`src/rtl/fft_pkg.sv`:
```
// Shared definitions for the FFT front-end blocks: default sizes, loader state
// encoding and a generic bit-reversal helper.
package fft_pkg;

  localparam int WIDTH_DEF = 32;
  localparam int LOG2N_DEF = 6;

  typedef enum logic {
    ST_FILL = 1'b0,
    ST_HOLD = 1'b1
  } state_e;

  // Reverses the low n bits of idx (n <= 16); upper result bits are zero.
  function automatic logic [15:0] bitrev(input logic [15:0] idx, input int n);
    logic [15:0] r;
    r = '0;
    for (int i = 0; i < 16; i++) begin
      if (i < n) r[4'(i)] = idx[4'(n - 1 - i)];
    end
    return r;
  endfunction

endpackage

```
`src/rtl/fft_bitrev.sv`:
```
// Combinational N-bit index reversal; shared by the FFT loader and unloader.
module fft_bitrev #(
  parameter int N = 6
) (
  input  logic [N-1:0] idx,
  output logic [N-1:0] rev
);

  for (genvar i = 0; i < N; i++) begin : g_rev
    assign rev[i] = idx[N-1-i];
  end

endmodule

```
`src/rtl/fft_input_loader.sv`:
```
// Packs real sample pairs into complex words and writes them bit-reversed into
// the FFT working RAM, then hands the full frame to the FFT engine.
//
//   state   | meaning
//   --------+-------------------------------------------------------------
//   ST_FILL | accepting samples, one RAM write per even/odd pair
//   ST_HOLD | frame resident in RAM; input stalled until Fft_Ack
module fft_input_loader
  import fft_pkg::*;
#(
  parameter int WIDTH = WIDTH_DEF,
  parameter int LOG2N = LOG2N_DEF
) (
  input  logic               Clk,
  input  logic               Rst_n,
  input  logic               In_Valid,
  output logic               In_Ready,
  input  logic [WIDTH-1:0]   In_Data,
  input  logic               In_Last,
  output logic               Ram_We,
  output logic [LOG2N-1:0]   Ram_Addr,
  output logic [2*WIDTH-1:0] Ram_DI,
  output logic               Frame_Rdy,
  input  logic               Fft_Ack,
  output logic               Err
);

  localparam logic [LOG2N:0] CNT_LAST = '1;

  state_e               state_q, state_d;
  logic [LOG2N:0]       cnt_q, cnt_d;
  logic [WIDTH-1:0]     hold_q, hold_d;
  logic                 ready_q, ready_d;
  logic                 we_q, we_d;
  logic [LOG2N-1:0]     addr_q, addr_d;
  logic [2*WIDTH-1:0]   di_q, di_d;
  logic                 frame_rdy_q, frame_rdy_d;
  logic                 err_q, err_d;

  logic [LOG2N-1:0]     pair_rev;
  logic                 accept;
  logic                 is_final;

  fft_bitrev #(.N(LOG2N)) u_bitrev (
    .idx (cnt_q[LOG2N:1]),
    .rev (pair_rev)
  );

  assign accept   = In_Valid & ready_q;
  assign is_final = (cnt_q == CNT_LAST);

  always_comb begin
    state_d     = state_q;
    cnt_d       = cnt_q;
    hold_d      = hold_q;
    we_d        = 1'b0;
    addr_d      = addr_q;
    di_d        = di_q;
    frame_rdy_d = frame_rdy_q;
    err_d       = err_q;

    case (state_q)
      ST_FILL: begin
        if (accept) begin
          if (In_Last && !is_final) begin
            // Early In_Last: drop the partial frame and restart at sample 0.
            err_d  = 1'b1;
            cnt_d  = '0;
            hold_d = '0;
          end else begin
            cnt_d = cnt_q + 1'b1;
            if (!cnt_q[0]) begin
              hold_d = In_Data;
            end else begin
              we_d   = 1'b1;
              addr_d = pair_rev;
              di_d   = {hold_q, In_Data};
            end
            if (is_final) begin
              state_d = ST_HOLD;
              if (!In_Last) err_d = 1'b1;
            end
          end
        end
      end
      ST_HOLD: begin
        // Frame_Rdy waits until the final write has been presented to the RAM.
        if (we_q) frame_rdy_d = 1'b1;
        if (Fft_Ack) begin
          state_d     = ST_FILL;
          frame_rdy_d = 1'b0;
          cnt_d       = '0;
        end
      end
      default: state_d = ST_FILL;
    endcase

    ready_d = (state_d == ST_FILL);
  end

  always_ff @(posedge Clk) begin
    if (!Rst_n) begin
      state_q     <= ST_FILL;
      cnt_q       <= '0;
      hold_q      <= '0;
      ready_q     <= 1'b0;
      we_q        <= 1'b0;
      addr_q      <= '0;
      di_q        <= '0;
      frame_rdy_q <= 1'b0;
      err_q       <= 1'b0;
    end else begin
      state_q     <= state_d;
      cnt_q       <= cnt_d;
      hold_q      <= hold_d;
      ready_q     <= ready_d;
      we_q        <= we_d;
      addr_q      <= addr_d;
      di_q        <= di_d;
      frame_rdy_q <= frame_rdy_d;
      err_q       <= err_d;
    end
  end

  assign In_Ready  = ready_q;
  assign Ram_We    = we_q;
  assign Ram_Addr  = addr_q;
  assign Ram_DI    = di_q;
  assign Frame_Rdy = frame_rdy_q;
  assign Err       = err_q;

endmodule

```
`config.mk`:
```
export PLATFORM = sky130hd
export DESIGN_NAME = fft_input_loader
export DESIGN_NICKNAME = d
export VERILOG_FILES = /design/src/rtl/fft_pkg.sv /design/src/rtl/fft_bitrev.sv /design/src/rtl/fft_input_loader.sv
export SDC_FILE = /design/constraint.sdc
export NUM_CORES = 1
export LEC_CHECK = 0
export ABC_AREA = 1
export CAP_MARGIN = 20
export CORE_AREA = 5 5 101 103
export DETAILED_ROUTE_END_ITERATION = 10
export DIE_AREA = 0 0 106 108
export MAX_ROUTING_LAYER = met4
export PLACE_DENSITY = 0.77
export SLEW_MARGIN = 0
export SYNTH_ARGS = -nofsm -noshare
export SYNTH_HDL_FRONTEND = slang
export SYNTH_SLANG_ARGS = --single-unit
```
`constraint.sdc`:
```
create_clock -name Clk -period 2.3 [get_ports Clk]
set_input_delay 0.345 -clock Clk [delete_from_list [all_inputs] [get_ports Clk]]
set_output_delay 0.345 -clock Clk [all_outputs]
set_load 0.02 [all_outputs]
```
==> results of run 1 <==
[state kept, by name, summed over array words and instances, names as in the netlist]
name / count
Err: 1
Frame_Rdy: 1
hold_q: 32
state_q: 1
cnt_q: 7
In_Ready: 1
Ram_Addr: 6
Ram_We: 1
Ram_DI: 64
[worst max-delay path, stage by stage (launching register included)]
cell and delay [ns]:
dfxtp_1 0.39, ha_2 0.24, nand3_1 0.12, nor2_1 0.19
inv_1 0.06, ha_1 0.23, nor2_4 0.18, buf_12 0.21
inv_1 0.09, nand2_1 0.11, nand2_1 0.11, nor3_1 0.14
[worst max-delay path by stage]
| stage | endpoint | from | slack, ns |
|---|---|---|---|
| 6_report | cnt_q[1] | cnt_q[1] | 0.15 |
| 5_1_grt | cnt_q[1] | cnt_q[1] | 0.002 |
| 4_1_cts | Ram_DI[63] | cnt_q[0] | 0.09 |
| 3_5_place_dp | Ram_DI[23] | cnt_q[0] | 0.19 |
| 3_3_place_gp | Ram_Addr[3] | In_Last | 0.30 |
| 2_1_floorplan | Ram_Addr[0] | cnt_q[0] | 0.47 |
[placed cells by master (no fill, tap or decap), types with 3 or more instances in the layout]
cell / Yosys / routed
a21oi_1: 106 / 106
inv_1: 10 / 10
nor2_4: 3 / 3
nand3_1: 110 / 110
nor2_1: 17 / 17
dfxtp_1: 114 / 113
clkdlybuf4s50_1: 0 / 110
buf_12: 0 / 3
clkbuf_16: 0 / 16
clkinv_4: 0 / 5
buf_4: 5 / 9
inv_2: 4 / 3
clkinv_2: 0 / 3
nand2_1: 124 / 124
clkinvlp_4: 0 / 4
[cells by family (layout without fill, tap and decap cells)]
group                      count (synthesis)  count (layout)  synth area share (%)
AOI/OAI and AO/OA                        107             107                  12.6
adders and majority gates                  2               2                 0.583
buffers and inverters                     57             170                  6.82
DFF                                      114             114                  53.2
and+or+nand+nor                          260             260                  26.9
[per-layer routing]
layer,track usage [%],part of all wire (%),vias up
met5,-,0,-
met4,5.37,0.73,0
met3,6.27,6.8,9
met2,35.7,51,158
met1,26.0,42,1927
li1,-,-,2010
[per-stage QoR]
stage | setup slack [ns] | hold WS (ns)
2_1_floorplan | 0.466 | 0.444
3_3_place_gp | 0.301 | 0.448
3_5_place_dp | 0.188 | 0.453
4_1_cts | 0.0949 | 0.434
5_1_grt | 0.00222 | 0.452
6_report | 0.148 | 0.448
[power by group]
part	switching, mW	leakage [nW]	internal, mW
Clock	0.951	0.271	1.55
Sequential	0.0151	0.921	2.00
Combinational	0.151	0.869	0.110
[area by class of cell]
class	count	area, um^2	share of cell area, %
Tap cell	111	139	2.31
Clock inverter	15	161	2.68
Clock buffer	17	414	6.88
Timing Repair Buffer	123	1240	20.6
Multi-Input combinational cell	369	1720	28.6
Inverter	15	57.6	0.957
Sequential cell	114	2280	38.0
==> out/metrics.yaml, run 1 <==
vdd.ir_drop.worst_mv: 0.515
cts_buffers: 17
avgViaCountPerCell: 5.37
drv_slew: 0
finalNetCount: 679
initialDrtViolationCount: 213
cts_buffer_depth: 2
synth_area_leaders: "dfxtp_1 (53%), nand3_1 (13%), a21oi_1 (12%), nand2_1 (11%), buf_2 (2.1%)"
synth.distinct_cells: 21
cp-start-kind: "flip-flop"
tns_ns: 0
clkTransAtPathRegs_ns: 0.06
ant_nets: 0
r2r-start: "cnt_q[1]"
synthFlopType: "dfxtp_1"
cap_viol_max_count: 0
cts_tree: "done"
reg2reg_to: "cnt_q[1]"
worstHoldPathType: "input pin to flip-flop"
synth_most_common_cell: "nand2_1"
post-route-period-util_pct: 93.6
worst-slew-pin-transition_ns: 0.424
criticalPathCategory: "flip-flop to flip-flop"
worstPathRequired_ns: 2.73
rsz0062_at_grt: "false"
synth_async_sr_flop_share_pct: 0
ff2ff_path_depth: 11
syn-cell-area_um2: 4290
gp_congestion: 0.841
synth_edf_count: 0
syn_inst: 540
leakage_nw: 2.06
route.detailed.drc: 0
crit_fanout: 38
status: "completed"
syn_nets: 579
syn_to_final_growth_pct: 40.1
vias: 4104
clkSinkCount: 114
finalNonFillerCells: 764
yosysTopAreaCellShare_pct: 53.2
grt_start_max_net_pins: 75
setup_viol: 0
fin_crit_ns: 2.15
ys_seq_area_share_pct: 53.2
cp-end-kind: "flip-flop"
holdPathStages: 3
synth-seq-cells: 114
root_buffer: "clkbuf_8"
hold_violations: 0
post_cts_buffers: 0
start_util_pct: 47.1
clock_skew_ns: 0.00933
diodes: 0
clock_latency_ns: 0.51
overflow: 0
die_w_um: 106
die_h_um: 108
grt_use_total_pct: 21.6
hold_buffers: 0
io_buffers: 110
wl_per_cell_um: 15.4
avgSynthCellArea_um2: 7.95
wirelength_um: 11800
fmax_mhz: 465
fin_area_um2: 6020
synth_area_leader_cell: "dfxtp_1"
die_area_um2: 11400
hold_start: "In_Data[6]"
yosysWarnings: 0
grt_pass1_wl_um: 19500
drt-pass1-iter-count: 5
placed_area_um2: 5430
htree_levels: 4
relSlewSlack_pct: 71.8
grt_pass1_vias: 4100
fill_cells: 768
synth_commonest_cells: "nand2_1 (124), dfxtp_1 (114), nand3_1 (110)"
p_per_area_nw_per_um2: 794
final_core_util_pct: 66.0
fp-row-count: 35
ctsResizeCount: 0
core_area_um2: 9110
finalPower_mw: 4.77
antenna_found_initial: 0
crit_arrival_ns: 2.58
rrSetupSlack_ns: 0.15
io_pins: 111
placedCellCount: 732
holdPathEnd: "hold_q[6]"
layout-drive-gt1-share_pct: 8.88
dp_hpwl_um: 7550
Power figures use the tool's default switching activity.
==> run 2, diff against run 1 <==
--- a/config.mk
+++ b/config.mk
@@ -7,11 +7,13 @@
 export LEC_CHECK = 0
 export ABC_AREA = 1
 export CAP_MARGIN = 20
-export CORE_AREA = 5 5 101 103
+export CORE_AREA = 5 5 105 107
+export CTS_CLUSTER_DIAMETER = 150
 export DETAILED_ROUTE_END_ITERATION = 10
-export DIE_AREA = 0 0 106 108
+export DIE_AREA = 0 0 110 112
+export GPL_TIMING_DRIVEN = 0
 export MAX_ROUTING_LAYER = met4
-export PLACE_DENSITY = 0.77
+export PLACE_DENSITY = 0.75
 export SLEW_MARGIN = 0
 export SYNTH_ARGS = -nofsm -noshare
 export SYNTH_HDL_FRONTEND = slang
==> constraint.sdc (replaced) <==
create_clock -name Clk -period 1.9 [get_ports Clk]
set_input_delay 0.285 -clock Clk [delete_from_list [all_inputs] [get_ports Clk]]
set_output_delay 0.285 -clock Clk [all_outputs]
set_load 0.02 [all_outputs]
==> run 2 against run 1 <==
  * Global-route usage up 0.96 points
  * Sequential share of layout area is 2.3 points lower
  * Maximum frequency grew 14%
  * First-iteration DRC count fell by 4.2%
  * Non-clock buffer count is 38 higher
  * Worst hold slack lost 0.076 ns
  * Clock-buffer cell count is the same
  * Via count increased by 7.4%
  * Utilization fell by 2.2 points
  * Die area up 7.6%
  * Flip-flop and latch count unchanged
  * Combinational power rose by 43%
==> out/metrics.yaml, run 2 (same netlist as run 1, synthesis figures left out) <==
worstPathRequired_ns: 2.33  # was 2.73 ns
sw_frac_of_total_pct: 23.6  # was 23.4%
clock_skew_ns: 0.00662  # was 0.00933 ns
finalPower_mw: 6.00  # was 4.77 mW
clkSinkCount: 114  # unchanged
worst-slew-pin-transition_ns: 0.582  # was 0.424 ns
setup.worst_path.end: "cnt_q[1]"  # unchanged
leakage_nw: 2.24  # was 2.06 nW
ff2ff_path_depth: 12  # was 11
fmax_mhz: 531  # was 465 MHz
grt_pass1_vias: 4500  # was 4,100
setup_viol: 0  # unchanged
dp_hpwl_um: 9180  # was 7550 um
cp-start-kind: "flip-flop"  # unchanged
ant_nets: 0  # unchanged
grt_use_total_pct: 22.5  # was 21.6%
die_h_um: 112  # was 108 um
die_area_um2: 12300  # was 11,400 um^2
final_cell_mix: "nand2_1 (122), dfxtp_1 (112), clkdlybuf4s50_1 (110)"  # was nand2_1 (124), dfxtp_1 (113), nand3_1 (110), clkdlybuf4s50_1 (110), a21oi_1 (106)
fin_ws_ns: 0.0155  # was 0.148 ns
cap_viol_max_count: 0  # unchanged
fin_crit_ns: 1.88  # was 2.15 ns
reg2reg_to: "cnt_q[1]"  # unchanged
relSlewSlack_pct: 61.2  # was 71.8%
crit_fanout: 8  # was 38
power_switching_mw: 1.41  # was 1.12 mW
cts_buffer_depth: 2  # unchanged
root_buffer: "clkbuf_8"  # unchanged
crit_chain: "ha_4 > nand3_2 > nor2_4 > inv_2 > ha_4 > nor2_4 > buf_12 > buf_6 > inv_1 > nand2_2 > nand2_2 > nor3_1"  # was ha_2 > nand3_1 > nor2_1 > inv_1 > ha_1 > nor2_4 > buf_12 > inv_1 > nand2_1 > nand2_1 > nor3_1
p_int_mw: 4.59  # was 3.66 mW
clkPwrFrac_pct: 53.1  # was 52.3%
wirelength_um: 13500  # was 11,800 um
initialDrtViolationCount: 204  # was 213
worstPathBufferInverterCount: 4  # was 3
wl_per_cell_um: 16.4  # was 15.4 um
cpPeakStageDelay_ns: 0.37  # was 0.39 ns
dp_slack_ns: -0.354  # was 0.188 ns
gp_congestion: 0.856  # was 0.841
status: "completed"  # unchanged
vdd.ir_drop.worst_mv: 0.595  # was 0.515 mV
finalNetCount: 717  # was 679
fin_area_um2: 6420  # was 6020 um^2
grt_start_max_net_pins: 17  # was 75
hold_violations: 0  # unchanged
io_pins: 111  # unchanged
cts_tree: "done"  # unchanged
top_layer: "met4"  # unchanged
placed_area_um2: 5560  # was 5430 um^2
diodes: 0  # unchanged
final_common_cell: "nand2_1"  # unchanged
layout-drive-gt1-share_pct: 13.8  # was 8.88%
p_per_area_nw_per_um2: 935  # was 794 nW/um^2
fill_cells: 817  # was 768
clock_latency_ns: 0.52  # was 0.51 ns
vias: 4409  # was 4,104
p_comb_share_pct: 6.2  # was 5.5%
rrSetupSlack_ns: 0.02  # was 0.15 ns
holdWs_ns: 0.371  # was 0.448 ns
largest_register_ffs: 64  # unchanged
start_util_pct: 42.7  # was 47.1%
worstHoldPathType: "input pin to flip-flop"  # unchanged
io_buffers: 110  # unchanged
wl_met3_um: 937  # was 803 um
drt-pass1-iter-count: 4  # was 5
crit_arrival_ns: 2.31  # was 2.58 ns
antenna_found_initial: 0  # unchanged
syn_to_final_growth_pct: 49.5  # was 40.1%
htree_levels: 4  # unchanged
clkTransAtPathRegs_ns: 0.06  # about the same
core_area_um2: 10000  # was 9110 um^2
wl_met1_um: 5560  # was 4930 um
crit_family: "simple AND/OR/NAND/NOR gates"  # unchanged
hold_buffers: 0  # unchanged
met2_length_um: 6680  # was 5960 um
r2r-start: "cnt_q[0]"  # was cnt_q[1]
cpMaxStageDelayCell: "dfxtp_4"  # was dfxtp_1
avgViaCountPerCell: 5.34  # was 5.37
drv_slew: 0  # unchanged
die_w_um: 110  # was 106 um
grt_pass1_wl_um: 21400  # was 19,500 um
cp-end-kind: "flip-flop"  # unchanged
fp-row-count: 37  # was 35
route.detailed.drc: 0  # unchanged
overflow: 0  # unchanged
p_seq_share_pct: 40.6  # was 42.2%
cts_buffers: 17  # unchanged
criticalPathCategory: "flip-flop to flip-flop"  # unchanged
path_depth: 12  # was 11
post-route-period-util_pct: 99.2  # was 93.6%
crit_start: "cnt_q[0]"  # was cnt_q[1]
tns_ns: 0  # unchanged
[run 2: power groups by stage]
| stage | registers, mW | logic, mW | clock network [mW] |
|---|---|---|---|
| floorplan | 2.50 | 0.160 | 0 |
| global placement | 2.49 | 0.322 | 0 |
| detailed placement | 2.49 | 0.330 | 0 |
| CTS | 2.44 | 0.347 | 3.19 |
| global route | 2.44 | 0.398 | 3.33 |
| finish | 2.44 | 0.373 | 3.19 |
[run 2: worst min-delay path by stage]
stage	from	end	depth (start not counted)
after floorplan	Rst_n	Ram_Addr[4]	2
after global placement	Ram_DI[20]	Ram_DI[20]	2
after detailed placement	Ram_DI[62]	Ram_DI[62]	2
after CTS	In_Data[4]	hold_q[4]	3
after global routing	In_Data[3]	hold_q[3]	3
final	In_Data[4]	hold_q[4]	3
[run 2: layout make-up]
class                   count  area, um^2  area share (%)
well taps                 136         170            2.65
inverters                  15        58.8           0.917
plain buffers              42         319            4.97
flip-flops and latches    114        2290            35.7
clock buffers              17         414            6.45
clock inverters            14         183            2.85
multi-input cells         369        1780            27.8
repair buffers            119        1200            18.7
[run 2: through the flow]
step / cells / utilization [%]
6_report: 826 / 63.9
5_1_grt: 826 / 63.9
4_1_cts: 821 / 62.3
3_5_place_dp: 786 / 55.4
3_3_place_gp: 786 / 55.4
2_1_floorplan: 540 / -
[run 2: worst reg2reg max path: stages, from the launching register on]
cell,delay [ns]
dfxtp_4,0.37
ha_4,0.15
nand3_2,0.11
nor2_4,0.15
inv_2,0.06
ha_4,0.17
nor2_4,0.12
buf_12,0.14
buf_6,0.12
inv_1,0.07
nand2_2,0.09
nand2_2,0.07
nor3_1,0.17
[run 2: metal layers]
layer / up-vias / GRT usage, %
met4: 0 / 9.23
met1: 2096 / 27.4
li1: 2099 / -
met5: - / -
met2: 188 / 35.5
met3: 26 / 5.39
[run 2: repair_timing]
action	4_1_cts	5_1_grt
hold endpoints to repair	0	0
cloned	0	1
pin swaps	4	5
setup endpoints to repair	110	105
buffers inserted	4	4
gates resized for setup	27	24
==> run 3, diff against run 2 <==
--- a/config.mk
+++ b/config.mk
@@ -6,14 +6,14 @@
 export NUM_CORES = 1
 export LEC_CHECK = 0
 export ABC_AREA = 1
-export CAP_MARGIN = 20
 export CORE_AREA = 5 5 105 107
 export CTS_CLUSTER_DIAMETER = 150
 export DETAILED_ROUTE_END_ITERATION = 10
 export DIE_AREA = 0 0 110 112
-export GPL_TIMING_DRIVEN = 0
+export GPL_TIMING_DRIVEN = 1
 export MAX_ROUTING_LAYER = met4
 export PLACE_DENSITY = 0.75
+export RECOVER_POWER = 100
 export SLEW_MARGIN = 0
 export SYNTH_ARGS = -nofsm -noshare
 export SYNTH_HDL_FRONTEND = slang
==> run 3 against run 2 <==
  * Cell area decreased by 0.68%
  * Clock power rose by 2%
  * Clock skew is 0.0023 ns higher
  * Utilization decreased by 0.44 points
  * Final cell count shrank 3.0%
  * Flip-flop and latch count unchanged
==> out/metrics.yaml, run 3 (same netlist as run 1, synthesis figures left out) <==
initialDrtViolationCount: 229  # was 204
route.detailed.drc: 0  # unchanged
dp_hpwl_um: 7960  # was 9180 um
crit_chain: "ha_2 > nand3_2 > nor2_4 > inv_2 > ha_4 > nor2_4 > buf_12 > buf_12 > nand3_1 > a21oi_2"  # was ha_4 > nand3_2 > nor2_4 > inv_2 > ha_4 > nor2_4 > buf_12 > buf_6 > inv_1 > nand2_2 > nand2_2 > nor3_1
clock_skew_ns: 0.00892  # was 0.00662 ns
holdWs_ns: 0.388  # was 0.371 ns
vias: 4150  # was 4,409
final_cell_mix: "nand2_1 (122), dfxtp_1 (113), clkdlybuf4s50_1 (110)"  # was nand2_1 (122), dfxtp_1 (112), clkdlybuf4s50_1 (110)
grt_use_total_pct: 20.7  # was 22.5%
diodes: 0  # unchanged
wirelength_um: 12300  # was 13,500 um
cp-start-kind: "flip-flop"  # unchanged
post-route-period-util_pct: 96.1  # was 99.2%
largest_register_ffs: 64  # unchanged
fp-row-count: 37  # unchanged
crit_family: "simple AND/OR/NAND/NOR gates"  # unchanged
finalNetCount: 692  # was 717
cpMaxStageDelayCell: "dfxtp_1"  # was dfxtp_4
tns_ns: 0  # unchanged
fin_crit_ns: 1.83  # was 1.88 ns
cp-end-kind: "flip-flop"  # unchanged
setup.worst_path.end: "Ram_DI[43]"  # was cnt_q[1]
status: "completed"  # unchanged
cts_buffers: 17  # unchanged
reg2reg_to: "Ram_DI[43]"  # was cnt_q[1]
avgViaCountPerCell: 5.18  # was 5.34
drt-pass1-iter-count: 4  # unchanged
worst-slew-pin-transition_ns: 0.416  # was 0.582 ns
vdd.ir_drop.worst_mv: 0.587  # was 0.595 mV
fin_ws_ns: 0.0739  # was 0.0155 ns
worstHoldPathType: "input pin to flip-flop"  # unchanged
dp_slack_ns: -0.0551  # was -0.354 ns
gp_congestion: 0.874  # was 0.856
grt_pass1_wl_um: 19700  # was 21,400 um
leakage_nw: 2.19  # was 2.24 nW
overflow: 0  # unchanged
drv_slew: 0  # unchanged
hold_buffers: 0  # unchanged
antenna_found_initial: 0  # unchanged
final_common_cell: "nand2_1"  # unchanged
hold_violations: 0  # unchanged
fmax_mhz: 548  # was 531 MHz
clkTransAtPathRegs_ns: 0.05  # was 0.06 ns
syn_to_final_growth_pct: 48.4  # was 49.5%
clock_latency_ns: 0.51  # was 0.52 ns
setup_viol: 0  # unchanged
grt_start_max_net_pins: 45  # was 17
cts_tree: "done"  # unchanged
p_per_area_nw_per_um2: 949  # was 935 nW/um^2
crit_arrival_ns: 2.27  # was 2.31 ns
r2r-start: "cnt_q[1]"  # was cnt_q[0]
die_area_um2: 12300  # unchanged
die_w_um: 110  # unchanged
clkSinkCount: 114  # unchanged
crit_start: "cnt_q[1]"  # was cnt_q[0]
ff2ff_path_depth: 10  # was 12
layout-drive-gt1-share_pct: 12.9  # was 13.8%
ant_nets: 0  # unchanged
io_pins: 111  # unchanged
grt_pass1_vias: 4133  # was 4,500
die_h_um: 112  # unchanged
path_depth: 10  # was 12
worstPathBufferInverterCount: 3  # was 4
root_buffer: "clkbuf_8"  # unchanged
core_area_um2: 10000  # unchanged
wl_per_cell_um: 15.4  # was 16.4 um
cap_viol_max_count: 0  # unchanged
rrSetupSlack_ns: 0.07  # was 0.02 ns
start_util_pct: 42.7  # unchanged
htree_levels: 4  # unchanged
cpPeakStageDelay_ns: 0.33  # was 0.37 ns
relSlewSlack_pct: 72.2  # was 61.2%
io_buffers: 110  # unchanged
criticalPathCategory: "flip-flop to flip-flop"  # unchanged
worstPathRequired_ns: 2.34  # was 2.33 ns
cts_buffer_depth: 2  # unchanged
crit_fanout: 9  # was 8
## run 3: stage by stage
stage / total power [mW] / cells / utilization [%] / cell area [um^2]
2_1_floorplan: 2.65 / 540 / - / 4290
4_1_cts: 6.06 / 800 / 62.3 / 6260
6_report: 6.04 / 801 / 63.4 / 6370
3_3_place_gp: 2.83 / 767 / 56.0 / 5630
5_1_grt: 6.23 / 801 / 63.4 / 6370
3_5_place_dp: 2.83 / 767 / 56.0 / 5630
## run 3: worst reg2reg max path, stage by stage, from the launching register on
cell and delay, ns:
dfxtp_1 0.33, ha_2 0.19, nand3_2 0.12, nor2_4 0.15, inv_2 0.06, ha_4 0.17
nor2_4 0.18, buf_12 0.16, buf_12 0.13, nand3_1 0.12, a21oi_2 0.15
## run 3: power by group
group,internal [mW],leakage [nW],switching (mW)
combinational,0.167,0.980,0.201
clock,2.18,0.290,1.06
sequential,2.42,0.921,0.0161
total,4.77,2.19,1.27
## run 3: worst min path at each step
stage,start,endpoint,slack (ns),cells after the start
2_1_floorplan,Rst_n,Ram_Addr[4],0.43,2
3_3_place_gp,Ram_DI[21],Ram_DI[21],0.45,2
3_5_place_dp,Ram_DI[20],Ram_DI[20],0.45,2
4_1_cts,In_Data[12],Ram_DI[12],0.37,3
5_1_grt,In_Data[12],Ram_DI[12],0.39,3
6_report,In_Data[12],Ram_DI[12],0.39,3
## run 3: metal layers
metal  GRT usage, %  vias up  share of wire [%]
met4           8.56        0                1.8
li1               -     2033                  -
met2           32.5      141                 51
met1           24.8     1959                 42
met5              -        -                  0
met3           5.51       17                5.8
## run 3: repair_timing
item | CTS | global route
setup buffers | 2 | 0
endpoints found under the setup margin | 82 | 47
cloned | 0 | 1
resized for setup | 4 | 23
pin swaps | 2 | 9
## run 3: cell type report
type / count / area, um^2
Fill cell: 859 / 3670
Sequential cell: 114 / 2280
Multi-Input combinational cell: 369 / 1800
Tap cell: 136 / 170
Clock inverter: 10 / 158
Timing Repair Buffer: 136 / 1450
Inverter: 15 / 57.6
Clock buffer: 21 / 449
==> variant 1: new RTL, settings of run 1 <==
Take the reset off `hold_q`, `addr_q` and `di_q` and load them in a clocked block of their own.
--- a/src/rtl/fft_input_loader.sv
+++ b/src/rtl/fft_input_loader.sv
@@ -102,24 +102,24 @@
     if (!Rst_n) begin
       state_q     <= ST_FILL;
       cnt_q       <= '0;
-      hold_q      <= '0;
       ready_q     <= 1'b0;
       we_q        <= 1'b0;
-      addr_q      <= '0;
-      di_q        <= '0;
       frame_rdy_q <= 1'b0;
       err_q       <= 1'b0;
     end else begin
       state_q     <= state_d;
       cnt_q       <= cnt_d;
-      hold_q      <= hold_d;
       ready_q     <= ready_d;
       we_q        <= we_d;
-      addr_q      <= addr_d;
-      di_q        <= di_d;
       frame_rdy_q <= frame_rdy_d;
       err_q       <= err_d;
     end
+  end
+
+  always_ff @(posedge Clk) begin
+    hold_q <= hold_d;
+    addr_q <= addr_d;
+    di_q   <= di_d;
   end
 
   assign In_Ready  = ready_q;
Formal check against the unedited RTL: differs if Rst_n is asserted again (counterexample within 4 cycles, from zero or initial values and one cycle with Rst_n low); with Rst_n held inactive, the same outputs for 4 cycles.
==> variant 1 against run 1 <==
Worst setup slack gained 0.33 ns. Via count shrank 44%. Sequential power grew 14%. Count of clock-buffer cells in the layout is the same. Power grew 8.1%. Register-to-register slack gained 0.33 ns. Routed wire length shrank 32%. Design area grew 1.8%. Sequential cell count is the same. Synthesized area shrank 1.7%.
==> variant 1: results (changes against run 1) <==
outcome: finished clean
area post-placement: 5525 um2 (+1.7%)
skew final: 0.008619 ns (-0.0007153 ns)
delay-heaviest family, CP: buffers and inverters
Syn Nets: 294 (-49%)
hpwl dp: 5419 um (-28%)
yosys warns: 0 (unchanged)
vias in the first global route: 2478 (-40%)
first-pass GRT wire length: 12570 um (-35%)
worst vdd ir: 0.6045 mV (+17%)
largest net degree at the start of global routing: 64 (-15%)
final wirelength: 7996 um (-32%)
Vias/cell: 4.521 (-16%)
GRT Overall Usage: 14.81% (-6.7 points)
post-synth cell types: 22 (+4.8%)
Synth area leaders: edfxtp_1 73%, nor2_4 8.5%, dfxtp_1 5.7%, inv_1 4.0%, nand2_1 1.6%
Post-synth EDFFs: 102 (+102)
Worst-Margin Slew: 0.3483 ns (-0.07534 ns)
Post-synth top cells: 102 x edfxtp_1, 45 x inv_1, 32 x nor2_4
Slowest Stage Delay on Critical Path: 0.62 ns (+0.23 ns)
nets: 426 (-37%)
WP data arrival: 1.48 ns (-1.10 ns)
sequential fraction of the synthesis area: 78.29% (+25 points)
Pre-antenna DRT Iters: 4 (-1)
Leak: 0.002235 uW (+8.4%)
Hold WC Path Type: reg -> reg
CP max stage cell: clkdlybuf4s50_1
Critical Path Fanout Max: 3 (-92%)
detailed router's first-iteration violation count: 118 (-45%)
share of cells above drive strength 1: 21.45% (+13 points)
clk_lat worst skew: 0.49 ns (-0.02 ns)
variant 1: changes by cell type in the layout (fill, tap and decap cells not counted), sizes merged, moves of 7 or more:
cell	delta
edfxtp	+102
inv	+34
nand2	-102
buf	-7
nor2	+25
dfxtp	-102
a21oi	-100
nand3	-103
variant 1: cell type report:
type	count	area, um2
tap	111	138.9
clock inverter	15	183.9
multi-input combinational	92	713.2
timing repair buffer	116	1184
sequential	114	3308
fill	636	2985
inverter	47	181.4
clock buffer	17	414.1
variant 1: path summary, 6_finish.rpt:
check	end	slack, ns	start	cells after the start
setup / recovery	In_Ready	0.47	In_Ready	1
hold / removal	Ram_DI[63]	0.41	hold_q[31]	0
setup reg to reg	Ram_DI[43]	0.48	cnt_q[0]	8
hold reg to reg	Ram_DI[63]	0.41	hold_q[31]	0
variant 1: power by group:
part	switching, uW	internal, uW
combinational	129	117
sequential	14.8	2300
clock	941	1660
total	1090	4080
variant 1: cell families (layout without fill, tap and decap cells):
group | after synthesis | count (layout) | share of synthesized area [%]
AO/OA/AOI/OAI | 8 | 8 | 0.9787
AND/OR/NAND/NOR | 82 | 82 | 14.50
buffers and inverters | 50 | 195 | 5.724
flip-flops | 114 | 114 | 78.29
XOR/XNOR | 1 | 1 | 0.2076
adder cells (fa/ha/maj) | 1 | 1 | 0.2965
variant 1: through the flow:
step	utilization (%)	setup slack, ns	hold WS (ns)	cells
final	67.23	0.4744	0.4136	512
after global routing	67.23	0.4181	0.4116	512
after CTS	67.23	0.4440	0.4156	512
after detailed placement	60.66	0.3684	0.4045	480
after global placement	60.66	0.4087	0.4009	480
after floorplan	-	-0.05239	0.4003	256
variant 1: per-layer routing:
layer / track usage [%] / up-vias / wire length (um)
met5: - / - / 0
met4: 4.163 / 0 / 61
met3: 4.716 / 5 / 400
met2: 25.00 / 68 / 4134
met1: 17.20 / 1114 / 3400
li1: - / 1128 / -
==> variant 2: new RTL, settings of run 1 <==
Made on the original files. `WIDTH_DEF`: 32 -> 28.
--- a/src/rtl/fft_pkg.sv
+++ b/src/rtl/fft_pkg.sv
@@ -2,7 +2,7 @@
 // encoding and a generic bit-reversal helper.
 package fft_pkg;
 
-  localparam int WIDTH_DEF = 32;
+  localparam int WIDTH_DEF = 28;
   localparam int LOG2N_DEF = 6;
 
   typedef enum logic {
Interface: changed (resized In_Data and Ram_DI); port bits go from 111 to 99. No check against the original RTL was run, so the function may have changed too.
==> variant 2 against run 1 <==
Synthesized area down 14%. Critical path depth unchanged. Count of clock-buffer cells in the layout is 7 lower. Clock power down 52%. Worst setup slack worse by 0.013 ns. Largest cell class unchanged. Largest power group is now sequential cells. Routed wire length down 22%. Power down 31%. Non-clock buffer count is 9 lower. Design area is 15% lower. Maximum frequency down 0.58%. Sequential cell count is 12 lower.
==> variant 2: results (changes against run 1) <==
clock root buffer master: clkbuf_8
yosys warns: 0 (unchanged)
CP max stage cell: dfxtp_2
outcome: finished clean
worst vdd ir: 0.4085 mV (-21%)
vias in the first global route: 3213 (-22%)
Placed Cells: 669 (-8.6%)
final wirelength: 9177 um (-22%)
slew margin rel.: 58.45% (-13 points)
max reg flops: 56 (-13%)
dpl ws: -0.001085 ns (-0.1893 ns)
Num CTS Buffers: 9 (-8)
Slowest Stage Delay on Critical Path: 0.36 ns (-0.03 ns)
Pre-antenna DRT Iters: 4 (-1)
skew final: 0.01127 ns (+0.001937 ns)
async set or reset register ratio after synthesis: 0% (unchanged)
GRT Overall Usage: 16.18% (-5.4 points)
sequential fraction of the synthesis area: 55.04% (+1.9 points)
area post-placement: 4827 um2 (-11%)
# port buffers: 98 (-11%)
largest net degree at the start of global routing: 68 (-9.3%)
Critical Path Fanout Max: 13 (-66%)
post-synth cell types: 24 (+14%)
Period minus WS final: 2.165 ns (+0.01252 ns)
clock-pin slew on the worst setup and hold paths: 0.09 ns (+0.03 ns)
Diodes inserted: 0 (unchanged)
hpwl dp: 6388 um (-15%)
Fin Hold WS: 0.4658 ns (+0.01783 ns)
ys flop type: dfxtp_1
Syn Inst Count: 474 (-12%)
Post-synth top cells: 137 x nor2_1, 102 x dfxtp_1, 81 x nand2_1
CTS H-tree lvls: 3 (-1)
first-pass GRT wire length: 14730 um (-24%)
detailed router's first-iteration violation count: 168 (-21%)
Vias/cell: 4.817 (-10%)
share of cells above drive strength 1: 9.549% (+0.67 points)
clk_lat worst skew: 0.35 ns (-0.16 ns)
Vias: 3309 (-19%)
Leak: 0.001829 uW (-11%)
nets: 607 (-11%)
Synth area leaders: dfxtp_1 55%, nor2_1 14%, o21ai_0 8.4%, nand2_1 8.2%, a21oi_1 3.4%
Syn Nets: 509 (-12%)
Routability Congestion: 0.8166 (-2.9%)
Hold WC Path Type: reg -> reg
## variant 2: cell types whose count changed after synthesis, moves of 3 or more
cell and change:
a21oi_2 +9, o21ai_0 +62, buf_2 -11, clkbuf_1 +4, a21oi_1 -81, buf_6 -3, buf_4 -3, nor2_1 +120
nand3_1 -104, dfxtp_1 -12, nand2_1 -43
## variant 2: cells by family after synthesis
family	count (synthesis)	synth area share, %
buffers and inverters	40	4.890
flip-flops	102	55.04
adder cells (fa/ha/maj)	2	0.6744
AO/OA/AOI/OAI	99	14.74
AND/OR/NAND/NOR	231	24.65
## variant 2: final timing paths
path,cells past startpoint,from,end
worst max register to register,11,cnt_q[1],hold_q[14]
worst max-delay path,11,cnt_q[1],hold_q[14]
worst min register to register,2,hold_q[26],hold_q[26]
worst min-delay path,2,hold_q[26],hold_q[26]
## variant 2: repair_timing
action,4_1_cts,5_1_grt
pin swaps,0,3
endpoints found under the setup margin,18,85
resized for setup,1,16
endpoints found under the hold margin,0,0
buffers inserted,0,3
## variant 2: layout make-up
type,instances,area [um2]
clock buffers,10,127.6
clock inverters,5,83.83
fillers,842,3995
inverters,13,48.80
multi-input cells,332,1514
flip-flops and latches,102,2044
well taps,111,138.9
repair buffers,114,1156
## variant 2: where the power goes
group          leakage, uW  total [uW]  switching (uW)  internal, uW
registers         0.000825        1810            16.6          1790
logic             0.000905         266             140           126
clock network    0.0000990        1200             584           612
## variant 2: worst max-delay path: cells and delay by family, from the launching register on
family                     cells  cell delay (ns)
and+or+nand+nor                6             0.93
adders and majority gates      2             0.43
DFF                            1             0.36
buffers and inverters          2             0.24
AOI/OAI and AO/OA              1             0.13
## variant 2: layer usage
layer | global-route usage (%) | wire [um]
met4 | 3.515 | 123
met5 | - | 0
met3 | 4.836 | 524
met2 | 28.60 | 4536
met1 | 18.20 | 3993
